[config.mk]
export PLATFORM = sky130hd
export DESIGN_NAME = shared_mem_arbiter
export DESIGN_NICKNAME = d
export VERILOG_FILES = /design/src/rtl/shared_mem_arbiter.sv
export SDC_FILE = /design/constraint.sdc
export NUM_CORES = 1
export LEC_CHECK = 0
export ABC_AREA = 1
export CAP_MARGIN = 0
export CORE_ASPECT_RATIO = 1.4
export CORE_UTILIZATION = 30
export CTS_BUF_LIST = sky130_fd_sc_hd__clkbuf_4
export DETAILED_ROUTE_END_ITERATION = 8
export PLACE_DENSITY = 0.64
export RECOVER_POWER = 50
export SYNTH_ARGS = -nofsm -noshare
export SYNTH_HDL_FRONTEND = slang
export SYNTH_SLANG_ARGS = --single-unit
[constraint.sdc]
create_clock -name clk -period 2.85 [get_ports clk]
set_clock_uncertainty 0.2 [all_clocks]
set_input_delay 0.57 -clock clk [delete_from_list [all_inputs] [get_ports clk]]
set_output_delay 0.57 -clock clk [all_outputs]
set_load 0.01 [all_outputs]
[src/rtl/shared_mem_arbiter.sv]
// shared_mem_arbiter: round-robin arbiter giving core_count cores serialized
// access to one single-port synchronous data memory. Each transaction runs
// IDLE -> ISSUE -> WAIT (mem_latency cycles) -> ACK and ends with a one-hot ack.
// Optional feature macro: SHARED_MEM_WR_PROTECT_EN (suppress writes below protect_limit).
module shared_mem_arbiter #(
    parameter int core_count  = 4,
    parameter int reg_width   = 12,
    parameter int addr_width  = 12,
    parameter int mem_latency = 1,
    parameter logic [addr_width-1:0] protect_limit = addr_width'(64)
) (
    input  logic                             clk,
    input  logic                             reset,
    input  logic [core_count-1:0]            req,
    input  logic [core_count-1:0]            wr,
    input  logic [core_count*addr_width-1:0] addr,
    input  logic [core_count*reg_width-1:0]  wdata,
    output logic [core_count-1:0]            ack,
    output logic [reg_width-1:0]             rdata,
    output logic                             err,
    output logic                             busy,
    output logic [addr_width-1:0]            mem_address,
    output logic [reg_width-1:0]             mem_data,
    output logic                             mem_wren,
    input  logic [reg_width-1:0]             mem_q
);

    localparam int idx_w = (core_count > 1) ? $clog2(core_count) : 1;
    localparam int cnt_w = $clog2(mem_latency + 1);

`ifdef SHARED_MEM_WR_PROTECT_EN
    localparam bit protect_en = 1'b1;
`else
    localparam bit protect_en = 1'b0;
`endif

    typedef enum logic [1:0] {IDLE, ISSUE, WAIT, ACK} state_t;

    state_t                  state, next_state;
    logic [idx_w-1:0]        last;
    logic [idx_w-1:0]        ch;
    logic [idx_w-1:0]        grant_idx;
    logic                    grant_valid;
    logic [cnt_w-1:0]        cnt;
    logic                    wr_q;
    logic                    err_q;
    logic                    wr_sel;
    logic                    wr_blocked;
    logic [addr_width-1:0]   addr_sel;
    logic [reg_width-1:0]    wdata_sel;
    int                      cand;

    // Round-robin pick: scan last+1, last+2, ... wrapping; first requester wins.
    always_comb begin
        grant_valid = 1'b0;
        grant_idx   = '0;
        cand        = 0;
        for (int k = 1; k <= core_count; k++) begin
            cand = int'(last) + k;
            if (cand >= core_count) cand = cand - core_count;
            if (!grant_valid && req[idx_w'(cand)]) begin
                grant_valid = 1'b1;
                grant_idx   = idx_w'(cand);
            end
        end
    end

    assign addr_sel   = addr[int'(grant_idx)*addr_width +: addr_width];
    assign wdata_sel  = wdata[int'(grant_idx)*reg_width +: reg_width];
    assign wr_sel     = wr[grant_idx];
    // A protected write still runs the full sequence, it just never reaches memory.
    assign wr_blocked = protect_en && wr_sel && (addr_sel < protect_limit);

    // State register.
    always_ff @(posedge clk) begin
        if (reset) state <= IDLE;
        else       state <= next_state;
    end

    // Next-state logic.
    always_comb begin
        next_state = state;
        case (state)
            IDLE:    if (grant_valid) next_state = ISSUE;
            ISSUE:   next_state = WAIT;
            WAIT:    if (cnt == cnt_w'(1)) next_state = ACK;
            ACK:     next_state = IDLE;
            default: next_state = IDLE;
        endcase
    end

    // Datapath: latch the granted request, drive memory, capture read data.
    always_ff @(posedge clk) begin
        if (reset) begin
            last        <= idx_w'(core_count - 1);
            ch          <= '0;
            wr_q        <= 1'b0;
            err_q       <= 1'b0;
            cnt         <= '0;
            mem_address <= '0;
            mem_data    <= '0;
            mem_wren    <= 1'b0;
            rdata       <= '0;
        end else begin
            case (state)
                IDLE: begin
                    if (grant_valid) begin
                        ch          <= grant_idx;
                        wr_q        <= wr_sel;
                        err_q       <= wr_blocked;
                        mem_address <= addr_sel;
                        mem_data    <= wdata_sel;
                        mem_wren    <= wr_sel && !wr_blocked;
                    end
                end
                ISSUE: begin
                    mem_wren <= 1'b0;
                    cnt      <= cnt_w'(mem_latency);
                end
                WAIT: begin
                    cnt <= cnt - cnt_w'(1);
                    if (cnt == cnt_w'(1) && !wr_q) rdata <= mem_q;
                end
                ACK: last <= ch;
                default: ;
            endcase
        end
    end

    // Completion pulse and status decode.
    always_comb begin
        ack = '0;
        if (state == ACK) ack[ch] = 1'b1;
    end

    assign err  = (state == ACK) && err_q;
    assign busy = (state != IDLE);

endmodule

# Word-level counts from Yosys, hierarchy flattened

Index checks and enable logic that the tools add are counted.

Word-level logic and storage cells: 89
Output and inout bits: 43
Register bits after elaboration: 45
Input port bits: 118

Mux-type cells: 35
Reduce and logical (&&, ||, !) cells: 17
Shifts and indexed selects: 2
Order comparisons: 11
Add/sub/neg operators: 9
Equality and inequality tests: 5
$mul: 1

Operators with widths:

| cell                                                                                | count |
|---|---|
| 48-bit by 32-bit variable part select with 12-bit output                            | 1 |
| 48-bit by 7-bit variable part select with 12-bit output                             | 1 |
| 2-bit 2-to-1 mux                                                                    | 10 |
| 2-bit by 4-bit less-than comparator with 1-bit output, second input constant        | 4 |
| 1-bit 2-to-1 mux                                                                    | 15 |
| 1-bit binary-select mux with 2-bit select                                           | 5 |
| 3-bit greater-or-equal comparator, second input constant                            | 3 |
| 2-bit case mux with 4 select lines                                                  | 1 |
| 2-bit AND reduction                                                                 | 4 |
| 2-bit by 1-bit subtractor with 2-bit output, second input constant                  | 4 |
| 2-bit by 2-bit adder with 3-bit output, second input constant                       | 2 |
| 2-bit by 3-bit less-than comparator with 1-bit output, second input constant        | 2 |
| 2-bit nonzero test                                                                  | 3 |
| 1-bit logical AND                                                                   | 5 |
| 2-bit by 3-bit adder with 4-bit output, second input constant                       | 1 |
| 2-bit == test, second input constant                                                | 2 |
| 4-bit by 3-bit greater-or-equal comparator with 1-bit output, second input constant | 1 |
| 1-bit zero test                                                                     | 4 |
| 2-bit by 2-bit multiplier with 4-bit output, second input constant                  | 1 |
| 4-bit 2-to-1 mux                                                                    | 1 |
| 2-bit inequality test, second input constant                                        | 2 |
| 1-bit case mux with 2 select lines                                                  | 2 |
| 2-bit by 1-bit adder with 3-bit output, second input constant                       | 1 |
| 1-bit demux with 2-bit select                                                       | 1 |
| other kinds (4)                                                                     | 4 |

# Depth between registers and ports, before layout

Gate-level depths: netlist of the first run.

Word-level depth: 20
Depth in mapped cells: 17
Mapped depth without buffers: 15

# Least setup slack after synthesis of the first run

Ideal clock, no wire load.

Path kind: in2reg
Start: input port req[3]
End: register mem_data[6]
Library setup time: 0.109 ns
Path slack: 0.857 ns
Data arrival time: 1.684 ns
Stages on the path: 13
Path buffers: 1
Required time: 2.541 ns
Cell sequence: nand2_1 -> nand2_1 -> nand2_1 -> nand2_1 -> nor2_4 -> nand3_1 -> nand2_2 -> inv_2 -> buf_2 -> nand3_1 -> nand3_1 -> nand2_1 -> inv_1

Longest elaborated chain between the ends: 15
Elaborated cells on any way between the ends: 29
Classes of those cells: 1 x mul; 1 x shift; 20 x mux; 7 x reduce/logical

Ends and longest elaborated chain:

| element                                                 | line | RTL |
|---|---|---|
| start: declaration                                      | 14   | `input logic [core_count-1:0] req,` |
| 1-bit binary-select mux with 2-bit select               | 61   | `if (!grant_valid && req[idx_w'(cand)]) begin` |
| 1-bit 2-to-1 mux (implied by the code) (2 in a row)     | 61   |  |
| 1-bit 2-to-1 mux                                        | 61   |  |
| 1-bit zero test                                         | 61   |  |
| 1-bit logical AND                                       | 61   |  |
| 1-bit 2-to-1 mux                                        | 61   |  |
| 1-bit zero test                                         | 61   |  |
| 1-bit logical AND                                       | 61   |  |
| 1-bit 2-to-1 mux                                        | 61   |  |
| 1-bit zero test                                         | 61   |  |
| 1-bit logical AND                                       | 61   |  |
| 2-bit 2-to-1 mux                                        | 61   |  |
| 2-bit by 2-bit multiplier with 4-bit output             | 69   | `assign wdata_sel = wdata[int'(grant_idx)*reg_width +: reg_width];` |
| 48-bit by 7-bit variable part select with 12-bit output | 69   |  |
| end signal: assignment                                  | 112  | `mem_data <= wdata_sel;` |
| end: declaration                                        | 23   | `output logic [reg_width-1:0] mem_data,` |

Parallel ways exist; a longest one is shown, timed or not. The select of a mux whose other input is x is not followed.
A chain may end at the register's enable or synchronous reset.

# Worst setup path in the final report of the first run

Start: register state[0]
End: output port busy

Longest elaborated chain between the ends: 1

Ends and longest elaborated chain:

| element                  | line | RTL |
|---|---|---|
| start: declaration       | 39   | `state_t state, next_state;` |
| start signal: assignment | 77   | `else state <= next_state;` |
| 2-bit nonzero test       | 137  | `assign busy = (state != IDLE);` |
| end: declaration         | 21   | `output logic busy,` |

Every way passes these cells.

==> results.yml, run 1 <==
outcome:
  status: "finished, final reports clean"
finish:
  diodes: 0
  nets: 828
  syn2layout_area_growth_pct: 53.4
  drive_gt1_share_pct: 6.51
timing:
  whs_ns: 0.322
  slew_headroom_pct: 14.3
  tightestPinTransition_ns: 1.29
  setup_viol: 0
  fin_crit_sh_pct: 89.9
  post-route-min-period_ns: 2.56
  finalHoldViolCount: 0
  fmax_ghz: 0.390
  finalMaxSlewViolations: 0
  fin_setup_tns_ns: 0
  rsz0062_at_grt: "no"
routing:
  detail-route-antenna-nets: 0
  vias: 3892
  first_pass_iters: 4
  drc: 0
  wire_per_inst_um: 13.4
  routed_via_density: 4.61
  wl_um: 11400
  drt_iter0_drc: 148
setup_path:
  critPathMaxStageDelay_ns: 0.56
  cp_max_fo: 4
  cpMostUsedCell: "inv_1"
  cp-startpoint: "state[0]"
  r2r-start: "last[0]"
  r2r_cells: 15
  cp.arrival_ns: 1.79
  critical_path_class: "reg2out"
  critPathLaunchType: "flip-flop"
  cp.depth: 4
  critPathBufInv: 3
  crit_family: "buffers and inverters"
  cp_cell_sequence: "inv_1, ha_1, inv_1, clkdlybuf4s50_1"
  regToRegSetupSlack_ns: 0.42
  required_ns: 2.08
  timing.rr.end: "wr_q"
  critPathCaptureType: "output port"
  endpoint: "busy"
  crit_slowest_cell: "clkdlybuf4s50_1"
floorplanning:
  dieArea_mm2: 0.0114
  start_util_pct: 31.3
  fp.dieW_um: 90.5
  die_h_um: 126
  rows: 44
  pin_count: 161
  core-area_mm2: 0.0105
clock_network:
  clockRootBuffer: "clkbuf_4"
  cts_buffers: 5
  post_cts_buffers: 0
  clockBufferDepth: 2
  tritoncts: "yes"
  htree_levels: 2
  clkTransAtPathRegs_ns: 0.14
  clk_latency_ns: 0.36
  cts_sinks: 45
  hold_buffers: 0
  cts_resized: 0
synthesis:
  synth_common_cells: "nand2_1 (146), inv_1 (100), nand3_1 (84)"
  synth_edf_count: 0
  synth_top_area_share_pct: 27.4
  synth.net_count: 680
  ys_ff_latch: 45
  ys_async_sr_fraction_pct: 0
  ys_warn_count: 0
  synthFlopType: "dfxtp_1"
  yosysTopAreaCell: "dfxtp_1"
  synth.distinct_cells: 28
  ys_seq_area_share_pct: 27.4
  syn_inst: 558
  yosysMostFrequentCell: "nand2_1"
  syn_area_mm2: 0.00329
  syn_area_per_cell_um2: 5.89
  yosys-top-cells-area: "dfxtp_1 (27%), nand2_1 (17%), nand3_1 (13%), inv_1 (11%), nor2_1 (6.5%)"
grt:
  first_global_vias: 3845
  grt_max_degree: 32
  overflow: 0
  track_usage_pct: 19.7
  antenna_found_initial: 0
  grt_pass1_wl_um: 18400
placed_design:
  io_buffers: 159
  hpwl_um: 8690
  routabilityCongestion: 0.883
job:
  drv_cap: 0
power_and_ir_drop:
  ir_drop_mv: 0.342
  cellLeakagePower_uw: 0.00267
  power_density_mw_per_mm2: 799
worst_hold_path:
  hold_path_class: "reg2reg"
## flip-flops by register name, summed over array words and instances, names as in the netlist
| name | count |
|---|---|
| wr_q | 1 |
| state | 2 |
| cnt | 1 |
| mem_wren | 1 |
| last | 2 |
| mem_data | 12 |
| rdata | 12 |
| mem_address | 12 |
| ch | 2 |
## power by group
group	internal [uW]	leakage, uW	switching, uW	total, uW
Combinational	1120	0.00227	1590	2700
Clock	93.4	0.0000310	219	313
Sequential	863	0.000370	149	1010
Total	2070	0.00267	1950	4030
## cell families after synthesis
group	after synthesis	share of synthesized area [%]
compound gates	28	4.80
fa+ha+maj	4	1.52
buf+inv	139	18.2
flops	45	27.4
other cells	1	0.114
simple gates	341	48.0
## cell type report
class	count	area, um^2
Inverter	107	407
Multi-Input combinational cell	374	1790
Fill cell	1106	5470
Clock buffer	5	37.5
Timing Repair Buffer	173	1720
Tap cell	138	173
Sequential cell	45	901
Clock inverter	3	17.5
## routing by layer
metal / wire [um] / up-vias / track usage, %
met5: 0 / - / 0
met4: 272 / 0 / 7.31
met3: 819 / 18 / 4.71
met2: 5710 / 147 / 35.2
met1: 4540 / 1705 / 22.5
li1: - / 2022 / -
## worst register-to-register path, cell delays in order, from the launching register on
cell	delay, ns
dfxtp_1	0.63
inv_4	0.14
nand2_1	0.09
nand2_1	0.08
nand2_1	0.08
nand2_1	0.09
nand2_2	0.11
nand2_2	0.07
nand2_4	0.08
nand2_2	0.08
inv_4	0.23
nand3_1	0.15
nand3_1	0.13
nand3_1	0.07
nand2_1	0.06
inv_1	0.06
## layout by cell type (no fill, tap or decap), types with 4 or more instances in the layout
master / netlist / routed
nand2_1: 146 / 146
a21oi_1: 5 / 5
clkbuf_4: 0 / 5
ha_1: 4 / 4
dfxtp_1: 45 / 45
inv_2: 5 / 5
inv_1: 100 / 100
nand4_1: 25 / 25
nor2_1: 57 / 57
nand3_1: 84 / 84
nand3b_1: 13 / 13
o21ai_0: 17 / 17
nand2_2: 9 / 9
buf_4: 5 / 11
dlygate4sd3_1: 0 / 38
clkdlybuf4s50_1: 0 / 121
## metrics by stage
| step | cells | util (%) | cell area [um^2] | total power (uW) | setup slack (ns) |
|---|---|---|---|---|---|
| global placement | 837 | 47.5 | 4990 | 3780 | 0.192 |
| CTS | 845 | 48.0 | 5050 | 4150 | 0.266 |
| floorplan | 558 | - | 3290 | 2810 | 0.857 |
| finish | 845 | 48.0 | 5040 | 4030 | 0.287 |
| detailed placement | 837 | 47.5 | 4990 | 3820 | 0.129 |
| global route | 845 | 48.0 | 5040 | 4420 | 0.150 |
## worst min path at each step
stage	startpoint	endpoint	slack [ns]	cells after the start
after floorplan	cnt	cnt	0.26	1
final	cnt	cnt	0.32	1
after global placement	cnt	cnt	0.27	1
after global routing	cnt	cnt	0.34	1
after CTS	cnt	cnt	0.32	1
after detailed placement	cnt	cnt	0.28	1
Power figures use the tool's default switching activity.
==> run 2: changes to the inputs <==
- PLACE_DENSITY: 0.64 -> 0.69
==> run 2 against run 1 <==
- first-iteration DRC count down 8.1%
- cell area grew 0.67%
- power grew 1.5%
- die area did not move
==> results.yml, run 2 (same netlist as run 1, synthesis figures left out) <==
floorplanning:
  pin_count: 161
  core-area_mm2: 0.0105
  rows: 44
  fp.dieW_um: 90.5
  dieArea_mm2: 0.0114
  start_util_pct: 31.3
  die_h_um: 126
worst_hold_path:
  hold_path_class: "reg2reg"
clock_network:
  clkTransAtPathRegs_ns: 0.16
  clockRootBuffer: "clkbuf_4"
  tritoncts: "yes"
  hold_buffers: 0
  cts_sinks: 45
  cts_resized: 0
  clk_latency_ns: 0.37
  clockBufferDepth: 2
  cts_buffers: 5
  post_cts_buffers: 0
  htree_levels: 2
power_and_ir_drop:
  comb_power_share_pct: 67.2
  switching_share_pct: 48.1
  p_sw_uw: 1970
  ir_drop_mv: 0.433
  p_int_uw: 2120
  cellLeakagePower_uw: 0.00268
  p_seq_share_pct: 24.6
  finalPower_uw: 4090
  p_clk_share_pct: 8.2
  power_density_mw_per_mm2: 806
routing:
  routed_via_density: 4.69
  drt_iter0_drc: 136
  wl_um: 11200
  drc: 0
  first_pass_iters: 6
  vias: 3974
  wire_per_inst_um: 13.2
  detail-route-antenna-nets: 0
timing:
  fin_crit_sh_pct: 89.2
  post-route-min-period_ns: 2.54
  finalMaxSlewViolations: 0
  setup_viol: 0
  fmax_ghz: 0.394
  rsz0062_at_grt: "no"
  slew_headroom_pct: 18.7
  tightestPinTransition_ns: 1.22
  fin_ws_ns: 0.309
  fin_setup_tns_ns: 0
  finalHoldViolCount: 0
placed_design:
  io_buffers: 159
  hpwl_um: 8610
  dp_slack_ns: 0.160
  routabilityCongestion: 0.810
finish:
  mostFrequentLayoutCell: "nand2_1"
  nFillCells: 1073
  regArea_um2: 901
  reg_top3: "mem_address: 12 flops, mem_data: 12 flops, rdata: 12 flops"
  drive_gt1_share_pct: 6.64
  syn2layout_area_growth_pct: 54.4
  mostFrequentLayoutCells: "nand2_1 (146), clkdlybuf4s50_1 (121), inv_1 (100)"
  multi_input_area_mm2: 0.00179
  nets: 829
setup_path:
  critPathCaptureType: "output port"
  critPathMaxStageDelay_ns: 0.55
  crit_family: "buffers and inverters"
  cp.arrival_ns: 1.77
  critPathBufInv: 1
  required_ns: 2.08
  critical_path_class: "reg2out"
  cp_max_fo: 5
  cp_cell_sequence: "ha_1, nand2_1, nor2_1, clkdlybuf4s50_1"
  critPathLaunchType: "flip-flop"
  crit_slowest_cell: "clkdlybuf4s50_1"
grt:
  antenna_found_initial: 1
  first_global_vias: 4074
  grt_pass1_wl_um: 18700
  track_usage_pct: 20.0
  overflow: 0
  grt_max_degree: 32
job:
  drv_cap: 0
outcome:
  status: "finished, final reports clean"
run 2: cell types whose count changed in the layout (fill, tap and decap cells not counted):
| cell | before | now |
|---|---|---|
| buf_12 | 2 | 3 |
| inv_6 | 0 | 1 |
| diode_2 | 0 | 2 |
| clkinv_2 | 2 | 0 |
| clkinvlp_4 | 1 | 0 |
| clkinv_4 | 0 | 2 |
run 2: final cells by class:
| cell class | count | area share [%] |
|---|---|---|
| clock buffer | 5 | 0.739 |
| timing repair buffer | 174 | 34.2 |
| antenna | 2 | 0.0986 |
| inverter | 107 | 8.01 |
| clock inverter | 3 | 0.518 |
| tap | 138 | 3.40 |
| sequential | 45 | 17.7 |
| multi-input combinational | 374 | 35.2 |
run 2: metrics by stage:
stage,hold WS (ns),util [%],std cells,cell area [um^2]
after detailed placement,0.299,47.7,838,5010
final,0.335,48.3,848,5080
after global placement,0.283,47.7,838,5010
after CTS,0.342,48.3,846,5070
after global routing,0.382,48.3,847,5070
after floorplan,0.260,-,558,3290
run 2: power groups by stage:
| stage | clock [uW] | combinational (uW) | sequential [uW] |
|---|---|---|---|
| after global routing | 378 | 3080 | 1040 |
| after global placement | 0 | 2770 | 1020 |
| after CTS | 355 | 2840 | 1010 |
| final | 334 | 2750 | 1010 |
| after detailed placement | 0 | 2830 | 1030 |
| after floorplan | 0 | 1730 | 1080 |
run 2: final timing paths:
| path | from | end | slack [ns] | cells past startpoint |
|---|---|---|---|---|
| max | state[0] | ack[2] | 0.31 | 4 |
| min | rdata[6] | rdata[6] | 0.34 | 2 |
| max reg2reg | last[0] | mem_address[1] | 0.46 | 16 |
| min reg2reg | rdata[6] | rdata[6] | 0.34 | 2 |
run 2: worst min-delay path: stages, from the launching register on:
cell	delay [ns]
dfxtp_1	0.35
o21ai_0	0.08
nor2_1	0.08
run 2: layer usage:
| layer | routed length (um) | track usage [%] |
|---|---|---|
| met1 | 4460 | 21.8 |
| met2 | 5760 | 37.3 |
| met3 | 711 | 4.59 |
| met4 | 223 | 6.74 |
| met5 | 0 | 0 |
==> run 3: changes to the inputs <==
- CAP_MARGIN: 0 -> 20
- CORE_UTILIZATION: 30 -> 45
- PLACE_DENSITY: 0.69 -> 0.95
- SETUP_SLACK_MARGIN: default -> 0.05
==> run 3 against run 2 <==
- register-to-register slack worse by 0.08 ns
- sequential share of layout area up 0.38 points
- non-clock buffer count down 2
- clock power down 6.6%
- worst hold slack worse by 0.015 ns
- wire length down 2.2%
- fmax down 1.5%
- via count up 3.3%
- highest routed layer unchanged
- critical endpoint is now rdata[6]
- utilization up 22 points
- cell area down 2.1%
- power down 1.8%
- die area down 33%
==> results.yml, run 3 (same netlist as run 1, synthesis figures left out) <==
clock_network:
  clkTransAtPathRegs_ns: 0.13
  clockBufferDepth: 2
  clk_latency_ns: 0.36
  clockRootBuffer: "clkbuf_4"
  tritoncts: "yes"
  post_cts_buffers: 0
  cts_sinks: 45
  htree_levels: 2
  cts_buffers: 5
  cts_resized: 0
  hold_buffers: 0
setup_path:
  critPathMaxStageDelay_ns: 0.87
  cp_cell_sequence: "dlygate4sd3_1, buf_4, inv_1, clkbuf_1, o21ai_0, nor2_1"
  crit_family: "buffers and inverters"
  critical_path_class: "in2reg"
  critPathLaunchType: "input pin"
  cp_max_fo: 31
  crit_slowest_cell: "clkbuf_1"
  cp.arrival_ns: 2.68
  required_ns: 2.95
  critPathBufInv: 4
  critPathCaptureType: "flip-flop"
routing:
  drt_iter0_drc: 252
  first_pass_iters: 5
  wl_um: 10900
  vias: 4105
  detail-route-antenna-nets: 0
  drc: 0
  routed_via_density: 5.12
  wire_per_inst_um: 13.6
finish:
  diodes: 0
  drive_gt1_share_pct: 6.23
  mostFrequentLayoutCell: "nand2_1"
  final_util_pct: 70.7
  stdcell_area_mm2: 0.00497
  mostFrequentLayoutCells: "nand2_1 (146), clkdlybuf4s50_1 (130), inv_1 (100)"
  nets: 827
  reg_top3: "mem_address: 12 flops, mem_data: 12 flops, rdata: 12 flops"
  syn2layout_area_growth_pct: 51.2
power_and_ir_drop:
  power_density_mw_per_mm2: 808
  finalPower_uw: 4010
  ir_drop_mv: 0.478
  cellLeakagePower_uw: 0.00264
grt:
  first_global_vias: 3909
  overflow: 0
  antenna_found_initial: 0
  grt_max_degree: 34
  track_usage_pct: 28.4
  grt_pass1_wl_um: 16900
placed_design:
  placed_area_mm2: 0.00492
  io_buffers: 159
  routabilityCongestion: 0.905
  hpwl_um: 8360
timing:
  finalHoldViolCount: 0
  fin_crit_sh_pct: 90.5
  slew_headroom_pct: 21.1
  finalMaxSlewViolations: 0
  fin_setup_tns_ns: 0
  tightestPinTransition_ns: 1.18
  whs_ns: 0.320
  post-route-min-period_ns: 2.58
  rsz0062_at_grt: "no"
  setup_viol: 0
  fmax_ghz: 0.388
floorplanning:
  fp.dieW_um: 74.2
  start_util_pct: 46.8
  dieArea_mm2: 0.00765
  pin_count: 161
  rows: 36
  core-area_mm2: 0.00703
  die_h_um: 103
worst_hold_path:
  hold_path_class: "reg2reg"
job:
  drv_cap: 0
outcome:
  status: "finished, final reports clean"
[run 3: cell types whose count changed in the layout (fill, tap and decap cells not counted)]
cell             previous run  this run
buf_12                      3         1
clkdlybuf4s50_1           121       130
clkinv_1                    0         1
clkinv_2                    0         1
clkinv_4                    2         1
diode_2                     2         0
dlygate4sd3_1              38        29
inv_6                       1         0
[run 3: final timing paths]
check | startpoint | end | slack (ns) | cells past startpoint
worst min-delay path | cnt | cnt | 0.32 | 1
worst max register to register | last[0] | mem_data[3] | 0.38 | 15
worst min register to register | cnt | cnt | 0.32 | 1
worst max-delay path | reset | rdata[6] | 0.27 | 6
[run 3: layout make-up]
type,instances,area (um^2)
fill,576,2060
multi-input combinational,374,1790
timing repair buffer,172,1700
sequential,45,901
inverter,107,407
tap,95,119
clock buffer,5,37.5
clock inverter,3,17.5
[run 3: stage by stage]
step / worst slack (ns) / cells
floorplan: 0.857 / 558
global placement: 0.161 / 793
detailed placement: 0.0696 / 793
CTS: 0.257 / 801
global route: 0.0675 / 801
finish: 0.270 / 801
[run 3: routing by layer]
metal | wire [um] | GRT usage, %
met5 | 0 | 0
met4 | 310 | 12.2
met3 | 778 | 5.08
met2 | 5760 | 53.8
met1 | 4060 | 30.0
[run 3: report_power, final]
group	internal (uW)	switching, uW	leakage, uW	total (uW)
Sequential	863	149	0.000370	1010
Clock	93.9	218	0.0000326	312
Combinational	1100	1590	0.00223	2690
